`config.mk`:
```
export PLATFORM = sky130hd
export DESIGN_NAME = gpio_apbif_flat
export DESIGN_NICKNAME = d
export VERILOG_FILES = /design/src/rtl/gpio_apbif_if.sv /design/src/rtl/gpio_apbif.sv /design/src/flat_wrapper.sv
export SDC_FILE = /design/constraint.sdc
export NUM_CORES = 1
export LEC_CHECK = 0
export CAP_MARGIN = 20
export CORE_AREA = 2 2 101 103
export DETAILED_ROUTE_END_ITERATION = 10
export DIE_AREA = 0 0 103 105
export PLACE_DENSITY_LB_ADDON = 0.12
export SLEW_MARGIN = 30
export SYNTH_ARGS = -nofsm -noshare
export SYNTH_HDL_FRONTEND = slang
export SYNTH_SLANG_ARGS = --single-unit
```
`constraint.sdc`:
```
create_clock -name pclk -period 2.31 [get_ports pclk]
set_input_delay 0.462 -clock pclk [delete_from_list [all_inputs] [get_ports pclk]]
set_output_delay 0.462 -clock pclk [all_outputs]
set_load 0.02 [all_outputs]
```
`src/rtl/gpio_apbif_if.sv`:
```
// APB3 bus bundle between the fabric and the GPIO register file.
interface gpio_apbif_if;
   logic        psel;
   logic        penable;
   logic        pwrite;
   logic [6:0]  paddr;
   logic [31:0] pwdata;
   logic [31:0] prdata;
   logic        pready;
   logic        pslverr;

   modport master (
      output psel, penable, pwrite, paddr, pwdata,
      input  prdata, pready, pslverr
   );

   modport slave (
      input  psel, penable, pwrite, paddr, pwdata,
      output prdata, pready, pslverr
   );
endinterface

```
`src/rtl/gpio_apbif.sv`:
```
// APB3 slave register file for the 8-bit GPIO port. Holds the software
// configuration driven to the GPIO core, emits one-cycle EOI pulses and
// returns core status. Zero wait states; prdata is captured at setup.
// Optional error responses are enabled with macro GPIO_APB_PSLVERR_EN.
module gpio_apbif #(
   parameter int unsigned GPIO_W   = 8,
   parameter logic [31:0] ID_VALUE = 32'h4750_0101
) (
   input  logic              pclk,
   input  logic              presetn,
   gpio_apbif_if.slave       apb,
   output logic [GPIO_W-1:0] gpio_swporta_dr,
   output logic [GPIO_W-1:0] gpio_swporta_ddr,
   output logic [GPIO_W-1:0] gpio_swporta_ctl,
   output logic [GPIO_W-1:0] gpio_inten,
   output logic [GPIO_W-1:0] gpio_intmask,
   output logic [GPIO_W-1:0] gpio_inttype_level,
   output logic [GPIO_W-1:0] gpio_int_polarity,
   output logic              gpio_ls_sync,
   output logic [GPIO_W-1:0] gpio_porta_eoi,
   input  logic [GPIO_W-1:0] gpio_ext_porta_rb,
   input  logic [GPIO_W-1:0] gpio_raw_intstatus,
   input  logic [GPIO_W-1:0] gpio_intr_int,
   input  logic              gpio_intr_flag_int,
   output logic              gpio_intr_flag
);

   // Word index (paddr[6:2]) of each mapped register.
   typedef enum logic [4:0] {
      A_DR      = 5'd0,
      A_DDR     = 5'd1,
      A_CTL     = 5'd2,
      A_INTEN   = 5'd12,
      A_INTMASK = 5'd13,
      A_INTTYPE = 5'd14,
      A_POL     = 5'd15,
      A_INTSTAT = 5'd16,
      A_RAWSTAT = 5'd17,
      A_EOI     = 5'd19,
      A_EXT     = 5'd20,
      A_LSSYNC  = 5'd24,
      A_ID      = 5'd27
   } reg_word_e;

   logic [GPIO_W-1:0] dr_q, dr_d, ddr_q, ddr_d, ctl_q, ctl_d;
   logic [GPIO_W-1:0] inten_q, inten_d, intmask_q, intmask_d;
   logic [GPIO_W-1:0] inttype_q, inttype_d, pol_q, pol_d;
   logic [GPIO_W-1:0] eoi_q, eoi_d;
   logic              ls_sync_q, ls_sync_d;
   logic              intr_flag_q, intr_flag_d;
   logic              pslverr_q, pslverr_d;
   logic [31:0]       prdata_q, prdata_d;

   logic [4:0]  word;
   logic        setup, wr_access, rd_setup;
   logic        mapped, ro;
   logic [31:0] rd_mux;
   logic        unused_bits;

   assign word        = apb.paddr[6:2];
   assign unused_bits = ^{apb.paddr[1:0], apb.pwdata[31:GPIO_W]};

   // Bus phase qualifiers.
   always_comb begin
      setup     = apb.psel & ~apb.penable;
      wr_access = apb.psel & apb.penable & apb.pwrite;
      rd_setup  = setup & ~apb.pwrite;
   end

   // Address decode: mapped/read-only flags and read-data mux.
   always_comb begin
      mapped = 1'b0;
      ro     = 1'b0;
      rd_mux = '0;
      case (word)
         A_DR:      begin mapped = 1'b1; rd_mux = 32'(dr_q);      end
         A_DDR:     begin mapped = 1'b1; rd_mux = 32'(ddr_q);     end
         A_CTL:     begin mapped = 1'b1; rd_mux = 32'(ctl_q);     end
         A_INTEN:   begin mapped = 1'b1; rd_mux = 32'(inten_q);   end
         A_INTMASK: begin mapped = 1'b1; rd_mux = 32'(intmask_q); end
         A_INTTYPE: begin mapped = 1'b1; rd_mux = 32'(inttype_q); end
         A_POL:     begin mapped = 1'b1; rd_mux = 32'(pol_q);     end
         A_INTSTAT: begin mapped = 1'b1; ro = 1'b1; rd_mux = 32'(gpio_intr_int);      end
         A_RAWSTAT: begin mapped = 1'b1; ro = 1'b1; rd_mux = 32'(gpio_raw_intstatus); end
         A_EOI:     begin mapped = 1'b1; end
         A_EXT:     begin mapped = 1'b1; ro = 1'b1; rd_mux = 32'(gpio_ext_porta_rb);  end
         A_LSSYNC:  begin mapped = 1'b1; rd_mux = 32'(ls_sync_q); end
         A_ID:      begin mapped = 1'b1; ro = 1'b1; rd_mux = ID_VALUE; end
         default:   ;
      endcase
   end

   // Error response: captured at setup so it is valid for the whole access
   // cycle, then cleared by the access edge (penable is high there).
`ifdef GPIO_APB_PSLVERR_EN
   always_comb begin
      pslverr_d = setup & (~mapped | (apb.pwrite & ro));
   end
`else
   logic unused_err;
   assign unused_err = mapped | ro | setup;
   always_comb begin
      pslverr_d = 1'b0;
   end
`endif

   // Register writes on the access cycle, EOI pulse, read capture at setup.
   always_comb begin
      dr_d        = dr_q;
      ddr_d       = ddr_q;
      ctl_d       = ctl_q;
      inten_d     = inten_q;
      intmask_d   = intmask_q;
      inttype_d   = inttype_q;
      pol_d       = pol_q;
      ls_sync_d   = ls_sync_q;
      eoi_d       = '0;
      intr_flag_d = gpio_intr_flag_int;
      prdata_d    = rd_setup ? rd_mux : prdata_q;
      if (wr_access) begin
         case (word)
            A_DR:      dr_d      = apb.pwdata[GPIO_W-1:0];
            A_DDR:     ddr_d     = apb.pwdata[GPIO_W-1:0];
            A_CTL:     ctl_d     = apb.pwdata[GPIO_W-1:0];
            A_INTEN:   inten_d   = apb.pwdata[GPIO_W-1:0];
            A_INTMASK: intmask_d = apb.pwdata[GPIO_W-1:0];
            A_INTTYPE: inttype_d = apb.pwdata[GPIO_W-1:0];
            A_POL:     pol_d     = apb.pwdata[GPIO_W-1:0];
            A_EOI:     eoi_d     = apb.pwdata[GPIO_W-1:0];
            A_LSSYNC:  ls_sync_d = apb.pwdata[0];
            default:   ;
         endcase
      end
   end

   // State registers, asynchronously cleared.
   always_ff @(posedge pclk or negedge presetn) begin
      if (!presetn) begin
         dr_q        <= '0;
         ddr_q       <= '0;
         ctl_q       <= '0;
         inten_q     <= '0;
         intmask_q   <= '0;
         inttype_q   <= '0;
         pol_q       <= '0;
         ls_sync_q   <= 1'b0;
         eoi_q       <= '0;
         intr_flag_q <= 1'b0;
         pslverr_q   <= 1'b0;
         prdata_q    <= '0;
      end else begin
         dr_q        <= dr_d;
         ddr_q       <= ddr_d;
         ctl_q       <= ctl_d;
         inten_q     <= inten_d;
         intmask_q   <= intmask_d;
         inttype_q   <= inttype_d;
         pol_q       <= pol_d;
         ls_sync_q   <= ls_sync_d;
         eoi_q       <= eoi_d;
         intr_flag_q <= intr_flag_d;
         pslverr_q   <= pslverr_d;
         prdata_q    <= prdata_d;
      end
   end

   assign apb.prdata         = prdata_q;
   assign apb.pready         = 1'b1;
   assign apb.pslverr        = pslverr_q;
   assign gpio_swporta_dr    = dr_q;
   assign gpio_swporta_ddr   = ddr_q;
   assign gpio_swporta_ctl   = ctl_q;
   assign gpio_inten         = inten_q;
   assign gpio_intmask       = intmask_q;
   assign gpio_inttype_level = inttype_q;
   assign gpio_int_polarity  = pol_q;
   assign gpio_ls_sync       = ls_sync_q;
   assign gpio_porta_eoi     = eoi_q;
   assign gpio_intr_flag     = intr_flag_q;

endmodule

```
`src/flat_wrapper.sv`:
```
// flat-port wrapper written by rule: the top's interface ports become plain ports
module gpio_apbif_flat 
#(
   parameter int unsigned GPIO_W   = 8,
   parameter logic [31:0] ID_VALUE = 32'h4750_0101
)
  (pclk, presetn, gpio_swporta_dr, gpio_swporta_ddr, gpio_swporta_ctl, gpio_inten, gpio_intmask, gpio_inttype_level, gpio_int_polarity, gpio_ls_sync, gpio_porta_eoi, gpio_ext_porta_rb, gpio_raw_intstatus, gpio_intr_int, gpio_intr_flag_int, gpio_intr_flag, apb_psel, apb_penable, apb_pwrite, apb_paddr, apb_pwdata, apb_prdata, apb_pready, apb_pslverr);
  gpio_apbif_if apb_i ();
  input  logic pclk;
  input  logic presetn;
  output logic [GPIO_W-1:0] gpio_swporta_dr;
  output logic [GPIO_W-1:0] gpio_swporta_ddr;
  output logic [GPIO_W-1:0] gpio_swporta_ctl;
  output logic [GPIO_W-1:0] gpio_inten;
  output logic [GPIO_W-1:0] gpio_intmask;
  output logic [GPIO_W-1:0] gpio_inttype_level;
  output logic [GPIO_W-1:0] gpio_int_polarity;
  output logic gpio_ls_sync;
  output logic [GPIO_W-1:0] gpio_porta_eoi;
  input  logic [GPIO_W-1:0] gpio_ext_porta_rb;
  input  logic [GPIO_W-1:0] gpio_raw_intstatus;
  input  logic [GPIO_W-1:0] gpio_intr_int;
  input  logic gpio_intr_flag_int;
  output logic gpio_intr_flag;
  input wire logic [$bits(apb_i.psel)-1:0] apb_psel;
  input wire logic [$bits(apb_i.penable)-1:0] apb_penable;
  input wire logic [$bits(apb_i.pwrite)-1:0] apb_pwrite;
  input wire logic [$bits(apb_i.paddr)-1:0] apb_paddr;
  input wire logic [$bits(apb_i.pwdata)-1:0] apb_pwdata;
  output wire logic [$bits(apb_i.prdata)-1:0] apb_prdata;
  output wire logic [$bits(apb_i.pready)-1:0] apb_pready;
  output wire logic [$bits(apb_i.pslverr)-1:0] apb_pslverr;
  assign apb_i.psel = apb_psel;
  assign apb_i.penable = apb_penable;
  assign apb_i.pwrite = apb_pwrite;
  assign apb_i.paddr = apb_paddr;
  assign apb_i.pwdata = apb_pwdata;
  assign apb_prdata = apb_i.prdata;
  assign apb_pready = apb_i.pready;
  assign apb_pslverr = apb_i.pslverr;
  gpio_apbif #(.GPIO_W(GPIO_W), .ID_VALUE(ID_VALUE)) u_core (.pclk(pclk), .presetn(presetn), .apb(apb_i), .gpio_swporta_dr(gpio_swporta_dr), .gpio_swporta_ddr(gpio_swporta_ddr), .gpio_swporta_ctl(gpio_swporta_ctl), .gpio_inten(gpio_inten), .gpio_intmask(gpio_intmask), .gpio_inttype_level(gpio_inttype_level), .gpio_int_polarity(gpio_int_polarity), .gpio_ls_sync(gpio_ls_sync), .gpio_porta_eoi(gpio_porta_eoi), .gpio_ext_porta_rb(gpio_ext_porta_rb), .gpio_raw_intstatus(gpio_raw_intstatus), .gpio_intr_int(gpio_intr_int), .gpio_intr_flag_int(gpio_intr_flag_int), .gpio_intr_flag(gpio_intr_flag));
endmodule
```
==> summary.txt, run 1 <==
Syn. warnings - 0
Crit-path max FO - 6
Hpwl dp - 8.83 mm
Tmin final - 2.05 ns
Post-synthesis cell type count - 46
Clock root buffer - clkbuf_8
Die area - 10800 um^2
Kind of critical path - input pin to flop
H-tree level count - 3
CTS tree - built
Skew-Pair Late Insertion Delay - 0.35 ns
Initial antenna violation count - 0
Starting DRC count in detailed routing - 210
Overflow after GRT - 0
Ys async rst share - 1.00
Drc violations - 0
Worst r2r dst - u_core.apb.prdata[4]$_DFFE_PN0P_
First-pass GRT wire length - 18.3 mm
Longest Clk Path Bufs - 2
Worst EP arrival - 2.30 ns
Number of global-route vias before repair - 3314
Register area share after synthesis - 0.489
Flop2flop setup slack - 0.92 ns
Count leader, synth - dfrtp_1
Final WS setup - 0.265 ns
Leakage Power - 2.54 nW
Initial Util - 0.398
Synth top area share - 0.489
CTS Hold Bufs - 0
Die Ht - 105 um
Clock Skews - 0.00778 ns
CP Launch Point - apb_paddr[5]
Top cells by count, synth - dfrtp_1, mux2_2, buf_4, nand2_1, a32oi_1
Routed WL - 11.6 mm
Worst vdd ir - 0.338 mV
CP Launch Type - input pin
GRT Util Overall - 0.224
Post-Layout Cell Count - 617
Diodes inserted - 0
WP data required - 2.57 ns
Syn Area/Cell - 12.4 um^2
Area growth syn-to-layout - 49.4%
Number of synthesized flops with an enable pin - 0
Synth Flop Type - dfrtp_1
Tcrit/Tclk final - 0.885
Largest net degree at the start of global routing - 51
Top cell by count, worst path - and3_1
MaxCap Viol Count - 0
Max-slew violations - 0
Mapped cell area - 3840 um^2
RSZ-0062 raised after global routing - false
Fmax - 489 MHz
Clock-pin transition on the worst setup and hold timing paths - 0.08 ns
Site Rows - 36
Leading post-synthesis cells by cell area - dfrtp_1, mux2_2, buf_4, mux2_4, a32oi_1
Via count - 3159
Die W - 103 um
Hold WC Path Type - input pin to async pin
Post-synth top area cell - dfrtp_1
Ratio of cells with drive above 1 in the final layout - 0.316
DR pass1 iterations - 4
Outcome - completed
Sink Count - 75
DRT antenna net count - 0
PD cells - 574 nW/um^2
PostCTS Resize Cnt - 0
Crit path cell chain - clkdlybuf4s50_1, buf_4, nor2_2, and3_1, nand2_1, and3_1, a32oi_1
DP Worst Slack - -0.0838 ns
Post-CTS setup buffer count - 0
Fillers - 818
Vias/cell - 5.12
Final Hold Fails - 0
I/O pins - 169
Gate count after technology mapping - 309
Core area - 9640 um^2
FF-to-FF path depth - 5
Worst setup EP type - flop
Synth Register Bits - 75
Cts bufs inserted - 9
RR Startpoint - u_core.gpio_inttype_level[4]$_DFFE_PN0P_
Max incr delay on CP - 0.54 ns
Critical-path top delay cell - clkdlybuf4s50_1
Final-report setup violation count - 0
GPL Wtd Cong - 0.852
Placed cell count - 601
WL/cell - 18.9 um
Nets - 548
PortBufs - 123
CP endpoint - u_core.apb.prdata[6]$_DFFE_PN0P_
[power by group]
group	switching (mW)	leakage (nW)	internal, mW	total (mW)
registers	0.0748	1.02	1.40	1.47
clock network	0.508	0.103	0.611	1.12
logic	0.339	1.42	0.358	0.697
[worst min path at each step]
| stage | startpoint | slack (ns) | cells after the start | endpoint |
|---|---|---|---|---|
| global route | presetn | 0.03 | 1 | u_core.gpio_porta_eoi[5]$_DFF_PN0_ |
| global placement | presetn | 0.39 | 1 | u_core.gpio_intr_flag$_DFF_PN0_ |
| detailed placement | presetn | 0.39 | 1 | u_core.gpio_porta_eoi[5]$_DFF_PN0_ |
| CTS | presetn | 0.008 | 1 | u_core.gpio_porta_eoi[5]$_DFF_PN0_ |
| finish | presetn | 0.008 | 1 | u_core.gpio_porta_eoi[5]$_DFF_PN0_ |
| floorplan | presetn | 0.17 | 0 | u_core.apb.prdata[0]$_DFFE_PN0P_ |
[critical path, delay by kind of cell]
kind	cells	cell delay (ns)
buffers and inverters	2	0.76
AND/OR/NAND/NOR	4	0.88
AO/OA/AOI/OAI	1	0.19
[registers in the layout, indices dropped and copies added (netlist names), 8 cells and up]
name,count
u_core.apb.prdata,9
u_core.gpio_int_polarity,8
u_core.gpio_inten,8
u_core.gpio_intmask,8
u_core.gpio_inttype_level,8
u_core.gpio_porta_eoi,8
u_core.gpio_swporta_ctl,8
u_core.gpio_swporta_ddr,8
u_core.gpio_swporta_dr,8
[layout make-up]
type / count / area (um^2) / share of cell area
clock buffer: 10 / 128 / 0.0223
sequential: 75 / 1880 / 0.328
tap: 133 / 166 / 0.0290
multi-input combinational: 210 / 1720 / 0.300
clock inverter: 6 / 88.8 / 0.0155
timing repair buffer: 183 / 1750 / 0.306
[cell families (layout without fill, tap and decap cells)]
logic type	Yosys count	in the layout	share of synthesized area
DFF	75	75	0.489
and+or+nand+nor	74	74	0.122
buffers and inverters	41	199	0.0799
adders and majority gates	1	1	0.00294
muxes	65	65	0.197
AOI/OAI and AO/OA	51	51	0.107
other	2	19	0.00196
[placed cells by master, fill, tap and decap left out, types with 4 or more instances in the layout]
cell / instances
nand2_1: 16
mux2_2: 53
dfrtp_1: 75
a32o_1: 8
nor3_4: 4
buf_4: 55
nand3_1: 5
buf_12: 6
nor2_1: 7
nor2_2: 5
mux2_4: 8
nand2b_1: 5
and2_1: 9
clkdlybuf4s50_1: 122
nor2b_1: 4
conb_1: 19
a21oi_1: 7
and3_1: 4
clkbuf_8: 9
a32oi_1: 11
a22oi_1: 8
mux2i_1: 4
[per-stage QoR]
| stage | hold slack (ns) | TNS (ns) | util | power (mW) | cell area, um^2 |
|---|---|---|---|---|---|
| 2_1_floorplan | 0.166 | 0 | - | 1.82 | 3900 |
| 3_3_place_gp | 0.389 | -0.502 | 0.572 | 2.19 | 5510 |
| 3_5_place_dp | 0.390 | -0.765 | 0.572 | 2.20 | 5510 |
| 4_1_cts | 0.00764 | 0 | 0.594 | 3.32 | 5730 |
| 5_1_grt | 0.0251 | 0 | 0.594 | 3.42 | 5730 |
| 6_report | 0.00778 | 0 | 0.594 | 3.29 | 5730 |
[metal layers]
metal,up-vias,part of all wire,wire (um),GRT usage
met2,123,0.49,5690,0.355
met1,1583,0.45,5240,0.314
met4,0,0.013,150,0.0555
met5,-,0,0,0
li1,1440,-,-,-
met3,13,0.049,572,0.0428
Note: power is estimated with default switching activity, not from simulation.
==> run 2: changes to the inputs <==
--- a/config.mk
+++ b/config.mk
@@ -5,10 +5,12 @@
 export SDC_FILE = /design/constraint.sdc
 export NUM_CORES = 1
 export LEC_CHECK = 0
+export ABC_AREA = 1
 export CAP_MARGIN = 20
-export CORE_AREA = 2 2 101 103
+export CORE_AREA = 2 2 100 102
+export CTS_BUF_LIST = sky130_fd_sc_hd__clkbuf_16
 export DETAILED_ROUTE_END_ITERATION = 10
-export DIE_AREA = 0 0 103 105
+export DIE_AREA = 0 0 102 104
 export PLACE_DENSITY_LB_ADDON = 0.12
 export SLEW_MARGIN = 30
 export SYNTH_ARGS = -nofsm -noshare
==> run 2 against run 1 <==
Compared with the run above: wire length up 3.1%; non-clock buffer count down 38; combinational power down 5.0%; largest power group unchanged; critical endpoint is now u_core.gpio_swporta_ddr[3]$_DFFE_PN0P_; core utilization down 2.5 points; synthesized cell count up 56%; synthesized area down 2.0%; via count up 18%; design area down 5.1%; clock-buffer cell count down 1; clock power up 30%; highest routed layer unchanged.
==> summary.txt, run 2 <==
Outcome - completed (unchanged)
Top cell by count, worst path - nand2_1 (was and3_1)
Starting DRC count in detailed routing - 252 (was 210)
DR pass1 iterations - 5 (was 4)
Crit-path max FO - 16 (was 6)
Worst r2r dst - u_core.apb.prdata[6]$_DFFE_PN0P_ (was u_core.apb.prdata[4]$_DFFE_PN0P_)
PortBufs - 123 (unchanged)
Number of global-route vias before repair - 3504 (was 3314)
Final-report setup violation count - 0 (unchanged)
Fmax - 523 MHz (was 489 MHz)
FF-to-FF path depth - 6 (was 5)
Max incr delay on CP - 0.49 ns (was 0.54 ns)
Synth Flop Type - dfrtp_1 (unchanged)
Skew-Pair Late Insertion Delay - 0.33 ns (was 0.35 ns)
Initial antenna violation count - 0 (unchanged)
Post-CTS setup buffer count - 0 (unchanged)
Routed WL - 12.0 mm (was 11.6 mm)
Crit path cell chain - clkdlybuf4s50_1, inv_1, nor3_4, nand2_1, nand2_1, o21ai_0 (was clkdlybuf4s50_1, buf_4, nor2_2, and3_1, nand2_1, and3_1, a32oi_1)
Synth Register Bits - 75 (unchanged)
Post-Layout Cell Count - 748 (was 617)
Leakage Power - 2.54 nW (about the same)
DP Worst Slack - 0.0456 ns (was -0.0838 ns)
Hold WC Path Type - input pin to async pin (unchanged)
Sink Count - 75 (unchanged)
Initial Util - 0.394 (was 0.398)
Hpwl dp - 8.79 mm (was 8.83 mm)
Flop2flop setup slack - 1.25 ns (was 0.92 ns)
PD cells - 664 nW/um^2 (was 574 nW/um^2)
Post-synthesis cell type count - 19 (was 46)
Vias/cell - 4.96 (was 5.12)
GPL Wtd Cong - 0.910 (was 0.852)
Critical-path top delay cell - clkdlybuf4s50_1 (unchanged)
Count leader, synth - nand2_1 (was dfrtp_1)
Nets - 680 (was 548)
Ys async rst share - 1.00 (unchanged)
Setup TNS - 0 ns (unchanged)
CTS tree - built (unchanged)
Die Ht - 104 um (was 105 um)
Gate count after technology mapping - 482 (was 309)
First-pass GRT wire length - 18.5 mm (was 18.3 mm)
WL/cell - 16.1 um (was 18.9 um)
Die area - 10600 um^2 (was 10800 um^2)
Tcrit/Tclk final - 0.827 (was 0.885)
Max-slew violations - 0 (unchanged)
Post-synth top area cell - dfrtp_1 (unchanged)
Design area - 5440 um^2 (was 5730 um^2)
Top cells by count, synth - nand2_1, dfrtp_1, nand3_1, o21ai_0, nor2_1 (was dfrtp_1, mux2_2, buf_4, nand2_1, a32oi_1)
Placed instance area - 5130 um^2 (was 5510 um^2)
Leading post-synthesis cells by cell area - dfrtp_1, nand2_1, nand3_1, o21ai_0, buf_4 (was dfrtp_1, mux2_2, buf_4, mux2_4, a32oi_1)
Leading cell types in the layout, fill and taps excluded - nand2_1, clkdlybuf4s50_1, dfrtp_1, nand3_1, o21ai_0 (was clkdlybuf4s50_1, dfrtp_1, buf_4, mux2_2, conb_1)
Placed cell count - 733 (was 601)
Largest register FFs - 9 (unchanged)
Clock root buffer - clkbuf_16 (was clkbuf_8)
Worst setup EP type - flop (unchanged)
Synth top area share - 0.499 (was 0.489)
Worst Path Buf+Inv - 2 (unchanged)
Area growth syn-to-layout - 44.6% (was 49.4%)
I/O pins - 169 (unchanged)
H-tree level count - 3 (unchanged)
Largest net degree at the start of global routing - 50 (was 51)
Drc violations - 0 (unchanged)
Mapped cell area - 3760 um^2 (was 3840 um^2)
Kind of critical path - input pin to flop (unchanged)
Power, Total - 3.61 mW (was 3.29 mW)
Ratio of cells with drive above 1 in the final layout - 0.0732 (was 0.316)
Core Util, Final - 0.569 (was 0.594)
Overflow after GRT - 0 (unchanged)
CP delay by family, top - simple AND/OR/NAND/NOR gates (unchanged)
RR Startpoint - u_core.gpio_int_polarity[6]$_DFFE_PN0P_ (was u_core.gpio_inttype_level[4]$_DFFE_PN0P_)
Via count - 3712 (was 3159)
CP Launch Type - input pin (unchanged)
Worst EP arrival - 2.11 ns (was 2.30 ns)
Number of synthesized flops with an enable pin - 0 (unchanged)
CTS Hold Bufs - 0 (unchanged)
Cts bufs inserted - 9 (unchanged)
MaxCap Viol Count - 0 (unchanged)
Syn Area/Cell - 7.80 um^2 (was 12.4 um^2)
RSZ-0062 raised after global routing - false (unchanged)
WHS - 0.0526 ns (was 0.00778 ns)
Core area - 9550 um^2 (was 9640 um^2)
Clock Skews - 0.00285 ns (was 0.00778 ns)
WP data required - 2.50 ns (was 2.57 ns)
Final Hold Fails - 0 (unchanged)
Die W - 102 um (was 103 um)
Tmin final - 1.91 ns (was 2.05 ns)
Register area share after synthesis - 0.499 (was 0.489)
Diodes inserted - 0 (unchanged)
Longest Clk Path Bufs - 2 (unchanged)
GRT Util Overall - 0.228 (was 0.224)
DRT antenna net count - 0 (unchanged)
Final WS setup - 0.399 ns (was 0.265 ns)
Syn. warnings - 0 (unchanged)
Worst vdd ir - 0.387 mV (was 0.338 mV)
PostCTS Resize Cnt - 0 (unchanged)
Most common cell after layout, fill and taps aside - nand2_1 (was clkdlybuf4s50_1)
Site Rows - 36 (unchanged)
Clock-pin transition on the worst setup and hold timing paths - 0.06 ns (was 0.08 ns)
==> run 2: cell types whose count changed after synthesis, moves of 8 or more <==
cell and change:
nand2_1 +111, o21ai_0 +56, nand3_1 +54, mux2_2 -53
nor2_1 +38, inv_1 +31, nand4_1 +23, a32oi_1 -11
and2_1 -9, clkbuf_1 +9, a22oi_1 -8, a32o_1 -8
mux2_4 -8
==> run 2: worst max-delay path by stage <==
stage	start	end	slack (ns)	depth (start not counted)
finish	apb_pwrite	u_core.gpio_swporta_ddr[3]$_DFFE_PN0P_	0.40	6
global route	apb_pwrite	u_core.gpio_swporta_ddr[3]$_DFFE_PN0P_	0.22	5
CTS	u_core.apb.prdata[26]$_DFFE_PN0P_	apb_prdata[30]	0.40	1
detailed placement	apb_pwrite	u_core.gpio_swporta_ddr[3]$_DFFE_PN0P_	0.05	6
global placement	apb_pwrite	u_core.gpio_swporta_ddr[1]$_DFFE_PN0P_	0.12	6
floorplan	apb_paddr[6]	u_core.gpio_inttype_level[5]$_DFFE_PN0P_	0.70	8
==> run 2: layout make-up <==
cell class | instances | area (um^2)
clock inverter | 6 | 82.6
sequential | 75 | 1880
clock buffer | 9 | 225
timing repair buffer | 145 | 1410
fill | 951 | 4110
tap | 133 | 166
multi-input combinational | 346 | 1550
inverter | 34 | 128
==> run 2: worst reg2reg max path, stage by stage (launching register included) <==
cell,delay [ns]
dfrtp_1,0.40
nand3_1,0.09
nand2_1,0.07
nor2_1,0.19
nand3_1,0.10
nand2_1,0.07
nand2_1,0.04
==> run 2: per-layer routing <==
layer  vias to the layer above  GRT usage  share of wire  wire length (um)
li1                       1798          -              -                 -
met1                      1733      0.334           0.45              5360
met2                       163      0.338           0.45              5410
met3                        18     0.0450          0.084              1010
met4                         0     0.0743          0.019               227
met5                         -          0              0                 0
==> run 2: kinds of logic (layout without fill, tap and decap cells) <==
kind of cell / after synthesis / after routing / share of synthesized area
buffers and inverters: 78 / 194 / 0.106
AO/OA/AOI/OAI: 58 / 58 / 0.0772
AND/OR/NAND/NOR: 269 / 269 / 0.316
flip-flops: 75 / 75 / 0.499
other: 2 / 19 / 0.00200
==> run 2: power by group <==
part / leakage, nW / switching, mW / total, mW / internal (mW)
Sequential: 1.02 / 0.0862 / 1.49 / 1.41
Combinational: 1.35 / 0.371 / 0.662 / 0.291
Clock: 0.156 / 0.523 / 1.46 / 0.933
Total: 2.54 / 0.980 / 3.61 / 2.63
==> run 3: changes to the inputs <==
==> constraint.sdc (replaced) <==
create_clock -name pclk -period 1.92 [get_ports pclk]
set_input_delay 0.384 -clock pclk [delete_from_list [all_inputs] [get_ports pclk]]
set_output_delay 0.384 -clock pclk [all_outputs]
set_load 0.02 [all_outputs]
==> run 3 against run 2 <==
Compared with the run above: die area stayed put; design area rose by 2.0%; sequential share of layout area fell by 0.69 points; global-route usage increased by 0.43 points; sequential cell count unchanged.
==> summary.txt, run 3 (synthesis results as in run 2) <==
Die area - 10600 um^2 (unchanged)
Flop2flop setup slack - 0.85 ns (was 1.25 ns)
PD cells - 801 nW/um^2 (was 664 nW/um^2)
Drc violations - 0 (unchanged)
Post-Layout Cell Count - 758 (was 748)
Largest register FFs - 9 (unchanged)
Core area - 9550 um^2 (unchanged)
Critical-path top delay cell - clkdlybuf4s50_1 (unchanged)
Max incr delay on CP - 0.65 ns (was 0.49 ns)
Leakage Power - 2.59 nW (was 2.54 nW)
Hpwl dp - 8.93 mm (was 8.79 mm)
Tmin final - 1.83 ns
PostCTS Resize Cnt - 0 (unchanged)
Crit path cell chain - clkdlybuf4s50_1 (was clkdlybuf4s50_1, inv_1, nor3_4, nand2_1, nand2_1, o21ai_0)
Diodes inserted - 0 (unchanged)
Hold WC Path Type - input pin to flop (was input pin to async pin)
Site Rows - 36 (unchanged)
Post-CTS setup buffer count - 0 (unchanged)
Worst vdd ir - 0.438 mV (was 0.387 mV)
Longest Clk Path Bufs - 2 (unchanged)
Via count - 3748 (was 3712)
Worst relative slew slack - 0.617
Nets - 689 (was 680)
Kind of critical path - flop to primary output (was input pin to flop)
Die W - 102 um (unchanged)
Number of global-route vias before repair - 3618 (was 3504)
Ratio of cells with drive above 1 in the final layout - 0.0864 (was 0.0732)
H-tree level count - 3 (unchanged)
Fmax - 548 MHz
Fillers - 920 (was 951)
Leading cell types in the layout, fill and taps excluded - nand2_1, clkdlybuf4s50_1, dfrtp_1, nand3_1, o21ai_0 (unchanged)
Tcrit/Tclk final - 0.951
Worst Path Buf+Inv - 1 (was 2)
Area growth syn-to-layout - 47.6% (was 44.6%)
Initial Util - 0.394 (unchanged)
Skew-Pair Late Insertion Delay - 0.33 ns (about the same)
CTS tree - built (unchanged)
WP data required - 1.54 ns (was 2.50 ns)
Worst EP arrival - 1.44 ns (was 2.11 ns)
Vias/cell - 4.94 (was 4.96)
Starting DRC count in detailed routing - 220 (was 252)
WHS - 0.486 ns (was 0.0526 ns)
Clock Skews - 0.00459 ns (was 0.00285 ns)
DRT antenna net count - 0 (unchanged)
Outcome - completed (unchanged)
CP Launch Type - flop (was input pin)
Cts bufs inserted - 9 (unchanged)
DP Worst Slack - -0.161 ns (was 0.0456 ns)
Max-slew violations - 0 (unchanged)
Core Util, Final - 0.581 (was 0.569)
Clock-pin transition on the worst setup and hold timing paths - 0.06 ns (about the same)
I/O pins - 169 (unchanged)
First-pass GRT wire length - 18.9 mm (was 18.5 mm)
MaxCap Viol Count - 0 (unchanged)
Placed cell count - 741 (was 733)
Routed WL - 12.2 mm (was 12.0 mm)
GPL Wtd Cong - 0.869 (was 0.910)
WL/cell - 16.1 um (about the same)
Die Ht - 104 um (unchanged)
Final-report setup violation count - 0 (unchanged)
CTS Hold Bufs - 1 (was 0)
DR pass1 iterations - 5 (unchanged)
PortBufs - 123 (unchanged)
Final WS setup - 0.0938 ns (was 0.399 ns)
Largest net degree at the start of global routing - 46 (was 50)
Sink Count - 75 (unchanged)
Overflow after GRT - 0 (unchanged)
RSZ-0062 raised after global routing - false (unchanged)
Initial antenna violation count - 0 (unchanged)
CP delay by family, top - buffers and inverters (was simple AND/OR/NAND/NOR gates)
GRT Util Overall - 0.232 (was 0.228)
Crit-path max FO - 8 (was 16)
Worst setup EP type - primary output (was flop)
Most common cell after layout, fill and taps aside - nand2_1 (unchanged)
Worst-Margin Slew - 0.572 ns
Final Hold Fails - 0 (unchanged)
Clock root buffer - clkbuf_16 (unchanged)
run 3: cell types whose count changed in the layout (fill, tap and decap cells not counted):
cell	previous run	this run
inv_1	32	31
buf_12	1	3
inv_6	0	2
buf_4	22	28
clkinv_4	1	2
dlygate4sd3_1	0	1
clkinv_1	2	3
clkinv_2	2	0
run 3: per-stage QoR:
stage	cell area [um^2]	total power [mW]	TNS [ns]
2_1_floorplan	3820	2.18	0
3_3_place_gp	5210	2.62	-2.62
3_5_place_dp	5210	2.63	-4.48
4_1_cts	5550	4.48	0
5_1_grt	5550	4.61	0
6_report	5550	4.44	0
run 3: path summary, 6_finish.rpt:
| kind | start | cells past startpoint | to |
|---|---|---|---|
| max in group asynchronous | presetn | 3 | u_core.gpio_inten[7]$_DFFE_PN0P_ |
| hold / removal | gpio_intr_flag_int | 1 | u_core.gpio_intr_flag$_DFF_PN0_ |
| min in group asynchronous | presetn | 2 | u_core.gpio_int_polarity[4]$_DFFE_PN0P_ |
| setup reg to reg | u_core.gpio_inttype_level[5]$_DFFE_PN0P_ | 6 | u_core.apb.prdata[5]$_DFFE_PN0P_ |
| hold reg to reg | u_core.apb.prdata[3]$_DFFE_PN0P_ | 2 | u_core.apb.prdata[3]$_DFFE_PN0P_ |
| setup / recovery | u_core.apb.prdata[26]$_DFFE_PN0P_ | 1 | apb_prdata[24] |
run 3: where the power goes:
part	internal (mW)	switching, mW
clock	1.15	0.689
combinational	0.365	0.448
sequential	1.69	0.104
run 3: final cells by class:
class | count | area, um^2 | area share
Sequential cell | 75 | 1880 | 0.338
Multi-Input combinational cell | 346 | 1550 | 0.280
Timing Repair Buffer | 154 | 1500 | 0.271
Clock buffer | 9 | 225 | 0.0406
Tap cell | 133 | 166 | 0.0300
Inverter | 34 | 128 | 0.0230
Clock inverter | 7 | 98.8 | 0.0178
run 3: routing by layer:
layer,GRT usage,share of wire,vias to the layer above,routed length (um)
met5,0,0,-,0
met4,0.0686,0.017,0,205
met3,0.0544,0.077,15,940
met2,0.343,0.45,155,5510
met1,0.340,0.46,1757,5560
li1,-,-,1821,-
